[src/rtl/switchbox_config_loader.sv]
// Per-tile configuration loader: shifts a word stream into a shadow register, commits it atomically
// to config_out, and forwards surplus words to the next tile while the shadow register is full.
module switchbox_config_loader #(
  parameter int CONFIG_WIDTH = 384,
  parameter int WORD_WIDTH   = 32
) (
  input  logic                    clock,
  input  logic                    reset,
  input  logic                    cfg_start,
  input  logic [WORD_WIDTH-1:0]   cfg_data,
  input  logic                    cfg_valid,
  output logic                    cfg_ready,
  output logic [WORD_WIDTH-1:0]   chain_data,
  output logic                    chain_valid,
  input  logic                    chain_ready,
  input  logic                    cfg_commit,
  output logic [CONFIG_WIDTH-1:0] config_out,
  output logic                    cfg_full,
  output logic                    config_valid,
  output logic                    cfg_error
);

  localparam int WORDS   = CONFIG_WIDTH / WORD_WIDTH;
  localparam int COUNT_W = $clog2(WORDS + 1);
  localparam logic [COUNT_W-1:0] LAST = COUNT_W'(WORDS - 1);

  typedef enum logic [1:0] {IDLE, LOAD, FULL} state_t;

  state_t                  state, next_state;
  logic [COUNT_W-1:0]      count, next_count;
  logic [CONFIG_WIDTH-1:0] shadow;
  logic                    transfer;

  // A start pulse overrides everything else in the cycle: it blocks the handshake and restarts from word 0.
  always_comb begin
    next_state  = state;
    next_count  = count;
    cfg_ready   = 1'b0;
    chain_valid = 1'b0;
    chain_data  = '0;
    transfer    = 1'b0;
    case (state)
      IDLE: ;
      LOAD: cfg_ready = ~cfg_start;
      FULL: begin
        cfg_ready   = chain_ready & ~cfg_start;
        chain_valid = cfg_valid & ~cfg_start;
        chain_data  = cfg_data;
        if (cfg_commit) next_state = IDLE;
      end
      default: next_state = IDLE;
    endcase
    transfer = cfg_valid & cfg_ready;
    if (cfg_start) begin
      next_state = LOAD;
      next_count = '0;
    end else if (state == LOAD && transfer) begin
      next_count = count + 1'b1;
      if (count == LAST) next_state = FULL;
    end
  end

  always_ff @(posedge clock or posedge reset) begin
    if (reset) begin
      state        <= IDLE;
      count        <= '0;
      shadow       <= '0;
      config_out   <= '0;
      cfg_full     <= 1'b0;
      config_valid <= 1'b0;
      cfg_error    <= 1'b0;
    end else begin
      state    <= next_state;
      count    <= next_count;
      cfg_full <= (next_state == FULL);
      if (state == LOAD && transfer)
        shadow <= {cfg_data, shadow[CONFIG_WIDTH-1:WORD_WIDTH]};
      if (cfg_commit && state == FULL) begin
        config_out   <= shadow;
        config_valid <= 1'b1;
      end
      // A misplaced commit must stay visible even when a start arrives in the same cycle.
      if (cfg_commit && state != FULL)
        cfg_error <= 1'b1;
      else if (cfg_start)
        cfg_error <= 1'b0;
    end
  end

endmodule

[config.mk]
export PLATFORM = sky130hd
export DESIGN_NAME = switchbox_config_loader
export DESIGN_NICKNAME = d
export VERILOG_FILES = /design/src/rtl/switchbox_config_loader.sv
export SDC_FILE = /design/constraint.sdc
export NUM_CORES = 1
export LEC_CHECK = 0
export ABC_AREA = 1
export BUFFER_PORTS_ARGS = -buffer_cell sky130_fd_sc_hd__buf_4
export CORE_UTILIZATION = 41
export CTS_BUF_LIST = sky130_fd_sc_hd__clkbuf_2 sky130_fd_sc_hd__clkbuf_4 sky130_fd_sc_hd__clkbuf_8
export DETAILED_ROUTE_END_ITERATION = 6
export SLEW_MARGIN = 0
export SYNTH_ARGS = -nofsm -noshare
export SYNTH_HDL_FRONTEND = slang
export SYNTH_SLANG_ARGS = --single-unit
[constraint.sdc]
create_clock -name clock -period 38.1 [get_ports clock]
set_input_delay 3.81 -clock clock [delete_from_list [all_inputs] [get_ports clock]]
set_output_delay 3.81 -clock clock [all_outputs]
set_load 0.005 [all_outputs]
==> results.tsv <==
stage	metric	value	unit
min_path	min_from	config_valid	
floorplanning	fp.dieH	267.8	um
yosys	netlist_instances	2925	
timing	setup_slack	29.86	ns
clock_network	cts_buffer_depth	3	
placed_design	portBuffers	458	
placed_design	gp_congestion	0.7987	
yosys	yosys_warnings	0	
pwr	p_sw	0.4953	mW
clock_network	clk_latency	0.74	ns
routing	drt-wirelength-per-cell	16.76	um
yosys	synth_compound_area_frac	0.1282	
yosys	synth_top_area_frac	0.6710	
global_route	grt_use_total	0.2080	
pwr	clockPowerShare	0.412	
timing	hold_violations	0	
timing	min_period_over_period	0.2162	
worst_setup_path	rr_worst_depth	10	
timing	maxSlewViolCount	0	
yosys	synth_cell_type_count	17	
global_route	antenna_found_initial	1	
timing	setup_tns	0	ns
floorplanning	initial_core_util	0.4138	
pwr	p_per_area	53.03	nW/um^2
worst_setup_path	worst_setup_path_end_kind	primary output	
floorplanning	fp.dieW	267.8	um
yosys	synth_fa_ha_area_frac	0.002591	
routing	route.detailed.drc	0	
clock_network	clock_sinks	777	
pwr	p_comb_frac	0.086	
timing	slew_headroom	0.2272	
global_route	first_global_vias	20048	
pwr	totalPowerFinal	1.896	mW
yosys	yosysSeqAreaShare	0.6710	
clock_network	path_clk_slew	0.06	ns
worst_setup_path	cp.depth	5	
worst_setup_path	critPathLaunchType	input pin	
pwr	p_leak	17.84	nW
placed_design	dp_slack	29.86	ns
run	maxCapViolations	0	
worst_setup_path	cp_top_family	simple AND/OR/NAND/NOR gates	
timing	max_freq	0.1214	GHz
floorplanning	pin_count	459	
pwr	p_seq_frac	0.502	
yosys	ys_ff_latch	777	
yosys	synth_area_leader_cell	dfrtp_1	
placed_design	dp_hpwl	50.69	mm
floorplanning	die-area	71740	um^2
worst_setup_path	critPathBufInv	3	
yosys	yosys.area_share.simple	0.1040	
clock_network	cts_tree	done	
routing	vias_per_cell	4.620	
worst_setup_path	cp_data_arrival_time	4.43	ns
worst_setup_path	setup.worst_path.start	cfg_start	
timing	fin_crit	8.237	ns
status	status	finished, final reports clean	
placed_design	dp.cells	4171	
yosys	synthMuxAreaShare	0.01244	
yosys	avgSynthCellArea	9.906	um^2
floorplanning	row_count	97	
timing	clock_skew	0.02577	ns
pwr	switching_share	0.2613	
routing	wl	73.85	mm
yosys	async_flop_share	1.000	
cells_and_area	nets	3411	
clock_network	numCtsBuffers	134	
worst_setup_path	crit_required	34.29	ns
worst_setup_path	slowest_delay	0.21	ns
yosys	synth_enable_flop_cells	0	
yosys	synth_xor_area_frac	0	
routing	first_pass_iters	5	
global_route	grt_overflow_total	0	
clock_network	cts_hold_buf	0	
worst_setup_path	r2r-start	state[1]	
min_path	hold_class	flop to flop	
global_route	grt_pass1_wl	114.3	mm
timing	worst_slew_pin_slew	1.159	ns
floorplanning	core-area	70030	um^2
worst_setup_path	cp_max_fo	3	
clock_network	cts_setup_buffers	0	
worst_setup_path	critPathSlowestCell	nor2_1	
yosys	synth.area.top_cells	dfrtp_1, o21ai_0, nand2_1	
yosys	ys.flop_type	dfrtp_1	
clock_network	h-tree-depth	4	
routing	drt_iter0_drc	1435	
min_path	whs_path_depth	2	
pwr	p_int	1.400	mW
yosys	syn_nets	2969	
clock_network	cts_resized	0	
pwr	ir_drop	27.85	uV
timing	rsz0062_at_grt	false	
yosys	synth_top_family_by_area	compound AO/OA/AOI/OAI gates	
timing	finalSetupViolations	0	
yosys	synth_area	28980	um^2
cells_and_area	drive_gt1_frac	0.2155	
routing	ant_nets	0	
cells_and_area	fin_util	0.5104	
cells_and_area	area_growth	23.36	%
worst_setup_path	cp_cell_sequence	buf_4 > nor2_1 > inv_1 > nor2_1 > buf_4	
global_route	grt_max_degree	291	
worst_setup_path	critPathKind	input pin to primary output	
cells_and_area	stdcell_count	4407	
clock_network	clock-root-buffer	clkbuf_8	
routing	num_vias	20359	
==> cell type report <==
class / instances / area, um^2
fillers: 6641 / 34290
flip-flops and latches: 777 / 19440
multi-input cells: 1579 / 7178
repair buffers: 477 / 3618
clock buffers: 215 / 2690
inverters: 398 / 1501
well taps: 940 / 1176
clock inverters: 20 / 132.6
diodes: 1 / 2.502
==> through the flow <==
| step | hold slack, ns | instance area [um^2] |
|---|---|---|
| after floorplan | 0.4492 | 28980 |
| after detailed placement | 0.4610 | 32920 |
| final | 0.4750 | 35740 |
| after global routing | 0.4949 | 35740 |
| after CTS | 0.4778 | 35740 |
| after global placement | 0.4541 | 32920 |
==> placed cells by master (no fill, tap or decap) <==
| cell | count |
|---|---|
| a21oi_1 | 1 |
| buf_12 | 3 |
| buf_4 | 474 |
| clkbuf_4 | 43 |
| clkbuf_8 | 172 |
| clkinv_2 | 13 |
| clkinv_8 | 1 |
| clkinvlp_4 | 3 |
| dfrtp_1 | 777 |
| diode_2 | 1 |
| ha_1 | 6 |
| inv_1 | 397 |
| inv_6 | 2 |
| inv_8 | 2 |
| mux2_2 | 32 |
| nand2_1 | 782 |
| nand2_4 | 1 |
| nand2_8 | 1 |
| nand3_1 | 4 |
| nor2_1 | 10 |
| nor3_1 | 1 |
| o21ai_0 | 737 |
| o21ai_1 | 4 |
==> registers in the layout, summed over array words and instances (netlist names) <==
signal        cells
cfg_error         1
config_valid      1
shadow          384
config_out      384
cfg_full          1
count             4
state             2
==> final timing paths <==
check | endpoint | slack (ns)
min in group asynchronous | state[1] | 3.26
max in group asynchronous | shadow[243] | 31.84
min reg2reg | config_valid | 0.48
max | cfg_ready | 29.86
min | config_valid | 0.48
max reg2reg | cfg_full | 34.76
==> layer usage <==
layer / track usage / part of all wire
met1: 0.2545 / 0.42
met2: 0.3453 / 0.49
met3: 0.07184 / 0.075
met4: 0.06486 / 0.019
met5: 0 / 0
==> kinds of logic (layout without fill, tap and decap cells) <==
group           count (synthesis)  count (layout)
simple gates                  799             799
flops                         777             777
compound gates                742             742
buf+inv                       569            1110
mux                            32              32
fa+ha+maj                       6               6
other cells                     0               1
==> power groups by stage <==
stage	combinational, mW	clock (mW)	sequential (mW)
final	0.163	0.780	0.952
after global routing	0.193	0.839	0.963
after CTS	0.172	0.801	0.952
after detailed placement	0.171	0	0.966
after global placement	0.169	0	0.964
after floorplan	0.108	0	0.956
==> worst reg2reg max path: cells and delay by family, from the launching register on <==
kind / cells / cell delay, ns
buffers and inverters: 4 / 1.78
AND/OR/NAND/NOR: 4 / 0.54
flip-flops: 1 / 0.41
AO/OA/AOI/OAI: 1 / 0.27
adder cells (fa/ha/maj): 1 / 0.24
==> synthesized netlist by cell type, types with 6 or more instances <==
library cell / number
nand2_1: 783
dfrtp_1: 777
o21ai_0: 737
inv_1: 398
buf_2: 79
clkbuf_1: 43
clkbuf_2: 33
mux2_2: 32
nor2_1: 10
buf_6: 9
buf_4: 7
ha_1: 6
Power figures use the tool's default switching activity.
